==> src/rtl/ntt_stream_scheduler.sv <==
`default_nettype none
// ============================================================================
// Module  : ntt_stream_scheduler
// Brief   : Frame sequencer in front of parallel_NTT_top. Loads one frame of
//           4*N_PER_PROC coefficients round-robin into P0..P3, runs the NTT,
//           then reads the processors back through a credit-limited skid FIFO
//           onto a ready/valid output stream.
// Revision: 1.0 - initial release
// ============================================================================
module ntt_stream_scheduler #(
   parameter int N_PER_PROC = 256,
   parameter int FIFO_DEPTH = 8,
   parameter int CLR_CYCLES = 2,
   parameter int TIMEOUT    = 65535
) (
   input  logic        clk,
   input  logic        rst,
   input  logic [31:0] s_axis_tdata,
   input  logic        s_axis_tvalid,
   output logic        s_axis_tready,
   input  logic        s_axis_tlast,
   output logic [31:0] m_axis_tdata,
   output logic        m_axis_tvalid,
   input  logic        m_axis_tready,
   output logic        m_axis_tlast,
   output logic        ntt_rst_b,
   output logic        ntt_start,
   input  logic        ntt_finish,
   output logic [31:0] s_processor_din,
   output logic [1:0]  s_processor_num,
   output logic        s_processor_din_valid,
   output logic [1:0]  m_processor_num,
   output logic        m_processor_num_valid,
   input  logic [31:0] m_processor_dout,
   input  logic        m_processor_dout_valid,
   output logic        busy,
   output logic        err_len,
   output logic        err_timeout
);

   localparam int c_FRAME = 4 * N_PER_PROC;
   localparam int c_CW    = $clog2(c_FRAME) + 1;
   localparam int c_PW    = $clog2(FIFO_DEPTH);
   localparam int c_FW    = c_PW + 1;
   localparam int c_TW    = $clog2(TIMEOUT + 1);
   localparam int c_KW    = (CLR_CYCLES > 1) ? $clog2(CLR_CYCLES) : 1;

   localparam logic [c_CW-1:0] c_LAST      = c_CW'(c_FRAME - 1);
   localparam logic [c_CW-1:0] c_FRAME_CNT = c_CW'(c_FRAME);
   localparam logic [c_TW-1:0] c_TO_LAST   = c_TW'(TIMEOUT - 1);
   localparam logic [c_KW-1:0] c_CLR_LAST  = c_KW'(CLR_CYCLES - 1);
   localparam logic [c_FW:0]   c_DEPTH     = (c_FW + 1)'(FIFO_DEPTH);

   localparam logic [2:0] c_IDLE   = 3'd0;
   localparam logic [2:0] c_CLEAR  = 3'd1;
   localparam logic [2:0] c_LOAD   = 3'd2;
   localparam logic [2:0] c_START  = 3'd3;
   localparam logic [2:0] c_WAIT   = 3'd4;
   localparam logic [2:0] c_UNLOAD = 3'd5;

   logic [2:0]      r_state;
   logic [2:0]      w_next_state;
   logic [c_KW-1:0] r_clr_cnt;
   logic [c_CW-1:0] r_in_idx;
   logic [c_TW-1:0] r_wait_cnt;
   logic [c_CW-1:0] r_rd_idx;
   logic [c_CW-1:0] r_out_idx;
   logic [c_FW-1:0] r_outstanding;
   logic [c_FW-1:0] r_fifo_cnt;
   logic [c_PW-1:0] r_wr_ptr;
   logic [c_PW-1:0] r_rd_ptr;
   logic [31:0]     r_mem [FIFO_DEPTH];
   logic            r_err_len;
   logic            r_err_timeout;
   logic            r_ntt_rst_b;

   logic w_load_fire;
   logic w_load_done;
   logic w_timeout;
   logic w_credit_ok;
   logic w_issue;
   logic w_push;
   logic w_fifo_ne;
   logic w_pop;
   logic w_unload_done;

   assign w_load_fire   = (r_state == c_LOAD) && s_axis_tvalid;
   assign w_load_done   = w_load_fire && (r_in_idx == c_LAST);
   assign w_timeout     = (r_state == c_WAIT) && !ntt_finish && (r_wait_cnt == c_TO_LAST);
   // Requests in flight plus words already buffered can never exceed the FIFO.
   assign w_credit_ok   = ({1'b0, r_outstanding} + {1'b0, r_fifo_cnt}) < c_DEPTH;
   assign w_issue       = (r_state == c_UNLOAD) && (r_rd_idx != c_FRAME_CNT) && w_credit_ok;
   // Returns with nothing outstanding are leftovers from an aborted frame.
   assign w_push        = (r_state == c_UNLOAD) && m_processor_dout_valid && (r_outstanding != '0);
   assign w_fifo_ne     = (r_fifo_cnt != '0);
   assign w_pop         = (r_state == c_UNLOAD) && w_fifo_ne && m_axis_tready;
   assign w_unload_done = w_pop && (r_out_idx == c_LAST);

   assign ntt_rst_b   = r_ntt_rst_b;
   assign err_len     = r_err_len;
   assign err_timeout = r_err_timeout;

   // State register.
   always_ff @(posedge clk) begin
      if (rst) r_state <= c_IDLE;
      else     r_state <= w_next_state;
   end

   // Next-state decode.
   always_comb begin
      w_next_state = r_state;
      case (r_state)
         c_IDLE:   if (s_axis_tvalid) w_next_state = c_CLEAR;
         c_CLEAR:  if (r_clr_cnt == c_CLR_LAST) w_next_state = c_LOAD;
         c_LOAD:   if (w_load_done) w_next_state = c_START;
         c_START:  w_next_state = c_WAIT;
         c_WAIT: begin
            if (ntt_finish)     w_next_state = c_UNLOAD;
            else if (w_timeout) w_next_state = c_IDLE;
         end
         c_UNLOAD: if (w_unload_done) w_next_state = c_IDLE;
         default:  w_next_state = c_IDLE;
      endcase
   end

   // Per-state outputs; load/read strobes are combinational with their handshake.
   always_comb begin
      s_axis_tready         = 1'b0;
      ntt_start             = 1'b0;
      s_processor_din       = '0;
      s_processor_num       = '0;
      s_processor_din_valid = 1'b0;
      m_processor_num       = '0;
      m_processor_num_valid = 1'b0;
      m_axis_tdata          = '0;
      m_axis_tvalid         = 1'b0;
      m_axis_tlast          = 1'b0;
      busy                  = (r_state != c_IDLE);
      case (r_state)
         c_LOAD: begin
            s_axis_tready = 1'b1;
            if (w_load_fire) begin
               s_processor_din       = s_axis_tdata;
               s_processor_num       = r_in_idx[1:0];
               s_processor_din_valid = 1'b1;
            end
         end
         c_START, c_WAIT: ntt_start = 1'b1;
         c_UNLOAD: begin
            if (w_issue) begin
               m_processor_num       = r_rd_idx[1:0];
               m_processor_num_valid = 1'b1;
            end
            if (w_fifo_ne) begin
               m_axis_tdata  = r_mem[r_rd_ptr];
               m_axis_tvalid = 1'b1;
               m_axis_tlast  = (r_out_idx == c_LAST);
            end
         end
         default: ;
      endcase
   end

   // Frame counters, credit tracking, FIFO pointers, sticky errors, datapath reset.
   always_ff @(posedge clk) begin
      if (rst) begin
         r_clr_cnt     <= '0;
         r_in_idx      <= '0;
         r_wait_cnt    <= '0;
         r_rd_idx      <= '0;
         r_out_idx     <= '0;
         r_outstanding <= '0;
         r_fifo_cnt    <= '0;
         r_wr_ptr      <= '0;
         r_rd_ptr      <= '0;
         r_err_len     <= 1'b0;
         r_err_timeout <= 1'b0;
         r_ntt_rst_b   <= 1'b0;
      end else begin
         r_clr_cnt  <= (r_state == c_CLEAR) ? r_clr_cnt + 1'b1 : '0;
         r_wait_cnt <= (r_state == c_WAIT) ? r_wait_cnt + 1'b1 : '0;

         if (r_state != c_LOAD)  r_in_idx <= '0;
         else if (w_load_fire)   r_in_idx <= w_load_done ? '0 : r_in_idx + 1'b1;

         if (r_state == c_UNLOAD) begin
            if (w_issue) r_rd_idx  <= r_rd_idx + 1'b1;
            if (w_pop)   r_out_idx <= r_out_idx + 1'b1;
         end else begin
            r_rd_idx  <= '0;
            r_out_idx <= '0;
         end

         case ({w_issue, w_push})
            2'b10:   r_outstanding <= r_outstanding + 1'b1;
            2'b01:   r_outstanding <= r_outstanding - 1'b1;
            default: r_outstanding <= (r_state == c_IDLE) ? '0 : r_outstanding;
         endcase

         if (w_push) r_wr_ptr <= r_wr_ptr + 1'b1;
         if (w_pop)  r_rd_ptr <= r_rd_ptr + 1'b1;
         case ({w_push, w_pop})
            2'b10:   r_fifo_cnt <= r_fifo_cnt + 1'b1;
            2'b01:   r_fifo_cnt <= r_fifo_cnt - 1'b1;
            default: r_fifo_cnt <= r_fifo_cnt;
         endcase

         if (w_load_fire && ((r_in_idx == c_LAST) != s_axis_tlast)) r_err_len <= 1'b1;
         if (w_timeout) r_err_timeout <= 1'b1;

         // Low through CLEAR, and for the single IDLE cycle that follows a timeout.
         r_ntt_rst_b <= (w_next_state != c_CLEAR) && !w_timeout;
      end
   end

   // Skid FIFO storage; flushing is done through the pointers alone.
   always_ff @(posedge clk) begin
      if (w_push) r_mem[r_wr_ptr] <= m_processor_dout;
   end

endmodule
`default_nettype wire

==> config.mk <==
export PLATFORM = sky130hd
export DESIGN_NAME = ntt_stream_scheduler
export DESIGN_NICKNAME = d
export VERILOG_FILES = /design/src/rtl/ntt_stream_scheduler.sv
export SDC_FILE = /design/constraint.sdc
export NUM_CORES = 1
export LEC_CHECK = 0
export ABC_AREA = 0
export CORE_MARGIN = 2
export CORE_UTILIZATION = 40
export CTS_CLUSTER_SIZE = 16
export DETAILED_ROUTE_END_ITERATION = 16
export MAX_ROUTING_LAYER = met4
export SLEW_MARGIN = 20
export SYNTH_ARGS = -nofsm -noshare
export SYNTH_HDL_FRONTEND = slang
export SYNTH_SLANG_ARGS = --single-unit
==> constraint.sdc <==
create_clock -name clk -period 4.5 [get_ports clk]
set_input_delay 0.675 -clock clk [delete_from_list [all_inputs] [get_ports clk]]
set_output_delay 0.675 -clock clk [all_outputs]
set_load 0.03 [all_outputs]
==> metrics.txt <==
IO Port Bufs=148; Root Buffer=clkbuf_16; synth cell count leaders=256 x edfxtp_1, 81 x nor2_1, 73 x dfxtp_1, 64 x mux4_2, 38 x and2_1; Max IR drop VDD=~0.21 mV; actual slew at the worst max-slew pin=just over 1 ns; hold-fix buffer count after cts=0; Hold Fails Final Rpt=0; worst slack at placement=roughly 0.79 ns; Vias=7991; post-CTS resize count=0; Filler cells=just under 3k; drt wl/cell=approximately 18 microns; ys flop type=edfxtp_1; Synth area leaders=edfxtp_1 56%, dfxtp_1 11%, mux4_2 11%, mux2i_1 2.4%, nor2_1 2.2%; crit path kind=reg -> out; Distinct cells, synth=51; clock-pin slew on the worst setup and hold paths=0.06 ns; FF-to-FF End=r_outstanding[3]$_SDFFE_PP0P_; Final WS setup=0.768 ns; Post-Syn Instances=roughly 890; P_leak=roughly 5.2 nW; final worst path period share=82.9%; reg-to-reg critical path startpoint=r_fifo_cnt[3]$_SDFFE_PP0P_; fin util=50.2%; crit end category=output pin; Post-synth EDFFs=256; fraction of layout cells with a size suffix above 1=14.5%; DP Cell Count=1466; crit path DAT=around 3.1 ns; final antenna-violating net count=0; setup bufs post-CTS=0; max frequency=0.268 GHz; Slew headroom=roughly a third; Setup Skew=0.0139 ns; syn avg cell area=between 15 and 20 sq um; Setup TNS Final=0 ns; Finished Cell Area=16800 sq um; die width=189 microns; CTS tree=yes; die height=around 190 microns; max-slew violations=0; Core Footprint=33500 sq um; later-pin clock latency in the skew report=approximately 0.51 ns; Post-DP HPWL=~17000 microns; TritonCTS buffer count=34; PD cells=361 nW/um^2; DRC Markers=0; ys async rst share=0%; Syn. warnings=0; final net count=1145; largest net degree at the start of global routing=39; cell accounting for the most synthesized area=edfxtp_1; initial antenna violation count=1; share of the synthesized area in the top cell type=a little under three fifths; hold wc startpoint=r_in_idx[10]$_SDFFE_PP0N_; drt first pass iters=4; R2R setup slack=1.31 ns; top-count cell post-synth=edfxtp_1; WHS Endpoint=r_in_idx[10]$_SDFFE_PP0N_; CP max FO=18; status=finished, final reports clean; worst hold margin=between 0.4 and 0.5 ns; setup violators final=0; Seq cells post-synth=329; clk sinks=about 330; fin crit period=between 3 and 4 ns; overall power=around 6.1 mW; Initial Utilization=40.6%; number of global-route vias before repair=between 7k and 8k; die area=35500 sq um; Initial DRC Count=524; H-tree lvl count=2; Hold Crit Class=reg -> reg; Cell Area, Placed=15800 sq um; first-pass GRT wire length=around 45000 microns; max cap viols=0; Final Wtd Congestion=0.746; IO Count=149; Hold Path Depth=1; Area growth syn-to-layout=23.5%; data required time of the worst path=3.83 ns; register area share after synthesis=between 60% and 70%; clock buffer depth=3; Total GRT Usage=16.5%; Rows=67; final global-route overflow total=0; RSZ-0062 raised after global routing=no; Finished Layout Cells=between 1.5k and 2k; Mapped Area=13600 sq um; Mapped Nets=982; CP Launch Type=register; final wirelength=28200 microns; Worst R2R Path Depth=10; via/cell ratio=about 5.2
## sequential cells by signal, indices dropped and copies added (netlist names), 3 cells and up, named ones only
name	flops
r_rd_ptr	3
r_fifo_cnt	4
r_outstanding	4
r_state	3
r_in_idx	11
r_wr_ptr	3
r_rd_idx	11
r_wait_cnt	16
r_out_idx	11
r_mem	256
## worst max path at each step
stage	start	end	slack, ns	cells after the start
2_1_floorplan	r_state[0]$_SDFF_PP0_	r_mem[3][0]$_DFFE_PP_	0.37	6
3_3_place_gp	s_axis_tvalid	s_processor_din[3]	0.93	5
3_5_place_dp	s_axis_tvalid	s_processor_din[3]	0.79	5
4_1_cts	r_state[2]$_SDFF_PP0_	s_processor_din[3]	0.70	4
5_1_grt	r_state[2]$_SDFF_PP0_	s_processor_din[10]	0.46	4
6_report	r_state[2]$_SDFF_PP0_	m_axis_tlast	0.77	5
## report_power, final
part | internal (mW) | switching (mW)
registers | 3.27 | 0.00286
logic | 0.0719 | 0.0640
clock network | 1.53 | 1.14
total | 4.87 | 1.20
## layer usage
metal / up-vias / global-route usage (%) / routed length [microns]
li1: 3760 / - / -
met1: 3988 / 22.0 / 12800
met2: 212 / 26.6 / 13700
met3: 31 / 2.87 / 1350
met4: 0 / 3.88 / 411
met5: - / - / 0
## kinds of logic after synthesis
kind of cell	after synthesis	share of synthesized area (%)
flip-flops	329	67.2
AO/OA/AOI/OAI	77	3.40
AND/OR/NAND/NOR	274	10.7
multiplexers	98	13.1
XOR/XNOR	28	1.80
buffers and inverters	65	1.86
adder cells (fa/ha/maj)	20	1.95
## area by class of cell
type,instances,area (sq um),area share (%)
diodes,1,2.50,0.0149
clock buffers,41,881,5.24
clock inverters,21,175,1.04
inverters,20,75.1,0.446
multi-input cells,497,4280,25.5
flip-flops and latches,329,9160,54.4
well taps,448,561,3.33
repair buffers,172,1690,10.0
## critical path, stage by stage, from the launching register on
cell	delay (ns)
dfxtp_1	0.57
and3b_1	0.38
nand2_1	0.11
buf_4	0.23
nor4_1	0.48
clkdlybuf4s50_1	0.77
## placed cells by master (no fill, tap or decap), types with 7 or more instances in the layout
cell type	count
a21oi_1	34
and2_1	38
buf_4	22
clkbuf_16	34
clkdlybuf4s50_1	148
clkinv_1	7
clkinv_2	7
dfxtp_1	70
edfxtp_1	256
ha_1	18
inv_1	19
mux2i_1	33
mux4_2	64
nand2_1	30
nand2b_1	9
nand3_1	19
nand4_1	20
nor2_1	80
nor3_1	10
nor4_1	7
o21ai_0	17
o31ai_1	7
or3_1	16
or4_1	12
xnor2_1	15
xor2_1	13
Note: power is estimated with default switching activity, not from simulation.
==> RTL change 1 (config.mk and constraints unchanged) <==
Set the parameter `TIMEOUT` to 262140 (it was 65535).
--- a/src/rtl/ntt_stream_scheduler.sv
+++ b/src/rtl/ntt_stream_scheduler.sv
@@ -12,5 +12,5 @@
    parameter int FIFO_DEPTH = 8,
    parameter int CLR_CYCLES = 2,
-   parameter int TIMEOUT    = 65535
+   parameter int TIMEOUT    = 262140
 ) (
    input  logic        clk,
Check against the original RTL: no difference found for any inputs over 10 cycles, from zero or initial values and one cycle with rst high; that may be too few to reach the edited logic, so the function may still have changed.
==> RTL change 1 against the original RTL <==
- power decreased by 0.52%
- count of clock-buffer cells in the layout increased by 7
- cell area increased by 0.30%
- wire length increased by 1.1%
- sequential cell count increased by 2
- via count increased by 0.59%
- cell count increased by 0.39%
- area after synthesis increased by 0.82%
- maximum frequency decreased by 1.3%
- worst setup slack got worse by 51 ps
- largest cell class unchanged
==> RTL change 1: results (changes against the original RTL) <==
Inverters - 23 (was 20)
Sequential share of power - 54.6% (was 53.9%)
Adder-cell area share of the yosys netlist - 1.840% (was 1.947%)
Mux cell area share after synthesis - 13.13% (was 13.09%)
Fin nets - 1154 (was 1145)
R2R Path Start - r_state[0]$_SDFF_PP0_ (was r_fifo_cnt[3]$_SDFFE_PP0P_)
Post-Synth XOR/XNOR Area - 2.041% (was 1.800%)
Clk_buf instances - 48 (was 41)
Crit Reg-Reg Endpoint - r_mem[5][31]$_DFFE_PP_ (was r_outstanding[3]$_SDFFE_PP0P_)
Non-clk bufs - 167 (was 172)
Filler cell count - 2890 (was 2888)
Final clock-cell share - 6.038% (was 6.279%)
VDD IR-drop max - 0.2356 mV (was 0.2116 mV)
Reg area - 9195 um^2 (was 9155 um^2)
Largest net degree at the start of global routing - 65 (was 39)
DP Worst Slack - 953.3 ps (was 792.9 ps)
Worst Skew - 9.910 ps (was 13.87 ps)
Initial antenna violation count - 0 (was 1)
FF-to-FF setup slack - 1040 ps (was 1310 ps)
GR Util met2 - 26.75% (was 26.63%)
Syn Nets - 987 (was 982)
DRT Pass-1 Iters - 5 (was 4)
Switching portion of total power - 19.95% (was 19.81%)
Distinct cells, synth - 61 (was 51)
Register area share after synthesis - 66.91% (was 67.16%)
Footprint of the multi-input gates - 4358 um^2 (was 4282 um^2)
Arr. time, crit path - 3110 ps (was 3060 ps)
Status - finished, final reports clean (unchanged)
Post-synth top cells - 256 x edfxtp_1, 88 x nor2_1, 75 x dfxtp_1, 64 x mux4_2, 40 x nand2_1 (was 256 x edfxtp_1, 81 x nor2_1, 73 x dfxtp_1, 64 x mux4_2, 38 x and2_1)
CP max FO - 14 (was 18)
Ranking of synthesized cells by area - edfxtp_1 56%, dfxtp_1 11%, mux4_2 10% (was edfxtp_1 56%, dfxtp_1 11%, mux4_2 11%)
Slew @ Worst Pin - 796.3 ps (was 1030 ps)
Placer's final routability congestion estimate - 0.7278 (was 0.7456)
Met2 WL - 13830 um (was 13660 um)
First-pass GRT wire length - 45250 um (was 44550 um)
Layout cells sized above 1 - 13.89% (was 14.54%)
Number of buffers created by CTS - 36 (was 34)
ANT cells - 0 (was 1)
Largest registers - r_mem (256), r_wait_cnt (18) (was r_mem (256), r_wait_cnt (16))
Met3 wire len - 1115 um (was 1345 um)
Vias in the first global route - 8205 (was 7982)
Leak - 5.216 nW (was 5.244 nW)
Reg2reg path depth - 6 (was 10)
Compound-gate portion of the synthesized area - 3.426% (was 3.399%)
GRT Util Overall - 16.54% (was 16.52%)
1st-iter DRT viols - 451 (was 524)
HPWL Detailed - 17570 um (was 17060 um)
Fmax - 264.4 MHz (was 268.0 MHz)
Vias - 8038 (was 7991)
[RTL change 1: cell families (layout without fill, tap and decap cells)]
| family | Yosys count | after routing |
|---|---|---|
| simple gates | 284 | 284 |
| compound gates | 70 | 70 |
| xor+xnor | 32 | 32 |
| fa+ha+maj | 19 | 19 |
| buf+inv | 61 | 251 |
| mux | 100 | 100 |
| flops | 331 | 331 |
[RTL change 1: stage by stage]
stage	power, mW	cell area (um^2)	hold WS, ps	cells	util [%]
CTS	6.117	16870	439.6	1535	50.05
global placement	3.498	15850	422.6	1474	47.03
finish	6.039	16870	433.8	1535	50.05
floorplan	3.394	13740	406.8	897	-
global route	6.243	16870	465.9	1535	50.05
detailed placement	3.500	15850	430.2	1474	47.03
[RTL change 1: worst register-to-register path: stages, from the launching register on]
cell	delay, ps
dfxtp_1	600
and3b_1	550
nand3_1	490
inv_2	240
nand2_1	240
nor2_4	710
buf_4	340
==> RTL change 2 (same settings) <==
Made on the original files. Put one more register stage on the output `err_timeout`, cleared by the reset. The value now appears one clock later. The other outputs are not delayed to match.
--- a/src/rtl/ntt_stream_scheduler.sv
+++ b/src/rtl/ntt_stream_scheduler.sv
@@ -99,5 +99,11 @@
    assign ntt_rst_b   = r_ntt_rst_b;
    assign err_len     = r_err_len;
-   assign err_timeout = r_err_timeout;
+   always_ff @(posedge clk) begin
+      if (rst) begin
+         err_timeout <= '0;
+      end else begin
+         err_timeout <= r_err_timeout;
+      end
+   end
 
    // State register.
Formal check against the unedited RTL: no difference found for any inputs over 10 cycles, from zero or initial values and one cycle with rst high; that may be too few to reach the edited logic, so the function may still have changed.
==> RTL change 2 against the original RTL <==
- wire length fell by 0.18%
- clock skew shrank 7.1 ps
- worst setup slack better by 24 ps
- sequential cell count increased by 1
- cell count down 0.59%
- cell area up 0.86%
- die area is 0.29% higher
- sequential power about the same
- area after synthesis up 0.29%
- non-clock buffer count decreased by 1
- power up 4.0%
- synthesized cell count decreased by 1.8%
- largest cell class unchanged
- largest power group unchanged
- highest routed layer unchanged
==> RTL change 2: results (changes against the original RTL) <==
Status - finished, final reports clean (unchanged)
Register area share after synthesis - 67.11% (was 67.16%)
Cells after synthesis - 875 (was 891)
Yosys Warn Count - 0 (unchanged)
Clock share of power - 45.9% (was 43.8%)
Filler cell count - 2802 (was 2888)
HPWL Detailed - 16710 um (was 17060 um)
Layout cells sized above 1 - 15.78% (was 14.54%)
Met2 WL - 13490 um (was 13660 um)
Setup TNS - 0 ps (unchanged)
# port buffers - 148 (unchanged)
Critical path class - reg2out (unchanged)
CP max FO - 26 (was 18)
Asr flop ratio synth - 0% (unchanged)
Post-DP Area - 15760 um^2 (about the same)
R2R Path Start - r_fifo_cnt[1]$_SDFFE_PP0P_ (was r_fifo_cnt[3]$_SDFFE_PP0P_)
Clk root buf - clkbuf_16 (unchanged)
DP Worst Slack - 976.6 ps (was 792.9 ps)
Post-synth top cells - 256 x edfxtp_1, 85 x nor2_1, 74 x dfxtp_1, 64 x mux4_2, 41 x and2_1 (was 256 x edfxtp_1, 81 x nor2_1, 73 x dfxtp_1, 64 x mux4_2, 38 x and2_1)
PwrDens - 372.3 nW/um^2 (was 361.0 nW/um^2)
Largest registers - r_mem (256), r_wait_cnt (16) (unchanged)
Post-CTS Setup Bufs - 0 (unchanged)
H-Tree Depth - 2 (unchanged)
Syn Nets - 966 (was 982)
Largest net degree at the start of global routing - 35 (was 39)
Leak - 5.342 nW (was 5.244 nW)
Placed insts - 1453 (was 1466)
Post-synth EDFFs - 256 (unchanged)
Distinct cells, synth - 57 (was 51)
Fin nets - 1135 (was 1145)
Ranking of synthesized cells by area - edfxtp_1 56%, dfxtp_1 11%, mux4_2 11% (unchanged)
GRT Util Overall - 16.53% (was 16.52%)
Number of buffers created by CTS - 37 (was 34)
Vias in the first global route - 7946 (was 7982)
VDD IR-drop max - 0.2305 mV (was 0.2116 mV)
Initial antenna violation count - 1 (unchanged)
Wire per inst - 18.50 um (was 18.42 um)
Critical path's slowest cell - dfxtp_2 (was clkdlybuf4s50_1)
Arr. time, crit path - 3030 ps (was 3060 ps)
1st-iter DRT viols - 533 (was 524)
Crit path largest cell delay - 710 ps (was 770 ps)
Worst Skew - 6.756 ps (was 13.87 ps)
First-pass GRT wire length - 44700 um (was 44550 um)
Met3 wire len - 1457 um (was 1345 um)
CTS Buffer Depth - 3 (unchanged)
Post-cts resize count - 0 (unchanged)
Class of the worst hold path - reg2reg (unchanged)
Routed wire length - 28110 um (was 28170 um)
Slew @ Worst Pin - 800.9 ps (was 1030 ps)
Routed length on met1 - 12620 um (was 12750 um)
Vias/cell - 5.172 (was 5.226)
Main synth FF type - edfxtp_1 (unchanged)
Total internal power - 5.060 mW (was 4.869 mW)
Max Used Layer - met4 (unchanged)
DRT Pass-1 Iters - 5 (was 4)
Placer's final routability congestion estimate - 0.7626 (was 0.7456)
Reg clk slew, reported paths - 60 ps (about the same)
[RTL change 2: cell types whose count changed after synthesis, sizes merged, moves of 4 or more]
cell	change
a21oi	-8
and3	+4
or4	-9
nand2	-4
buf	+16
inv	-4
clkbuf	-20
xor2	+7
o31ai	-5
o41ai	+4
nor2	+5
nand3b	-4
[RTL change 2: layout make-up]
| class | instances | area [um^2] | share of cell area (%) |
|---|---|---|---|
| clock inverter | 23 | 205.2 | 1.210 |
| inverter | 16 | 60.06 | 0.3541 |
| tap | 448 | 560.5 | 3.305 |
| timing repair buffer | 171 | 1670 | 9.847 |
| clock buffer | 43 | 991.0 | 5.842 |
| sequential | 330 | 9175 | 54.09 |
| multi-input combinational | 488 | 4298 | 25.34 |
| antenna | 1 | 2.502 | 0.01475 |
[RTL change 2: path summary, 6_finish.rpt]
check / end / slack, ps / depth (start not counted)
worst min register to register: r_in_idx[10]$_SDFFE_PP0N_ / 450 / 1
worst min-delay path: r_in_idx[10]$_SDFFE_PP0N_ / 450 / 1
worst max register to register: r_outstanding[1]$_SDFFE_PP0P_ / 1320 / 9
worst max-delay path: m_axis_tdata[31] / 790 / 5
[RTL change 2: layer usage]
metal  vias up  global-route usage [%]
met5         -                       -
met4         0                   4.207
met3        45                   3.241
met2       190                   26.26
met1      3922                   21.94
li1       3705                       -
[RTL change 2: cells by family (layout without fill, tap and decap cells)]
| kind of cell | count (synthesis) | in the layout | synth area share [%] |
|---|---|---|---|
| compound gates | 66 | 66 | 3.233 |
| other cells | 0 | 1 | 0 |
| mux | 100 | 100 | 13.20 |
| fa+ha+maj | 20 | 20 | 1.942 |
| flops | 330 | 330 | 67.11 |
| simple gates | 269 | 269 | 10.53 |
| buf+inv | 57 | 253 | 1.868 |
| xor+xnor | 33 | 33 | 2.116 |
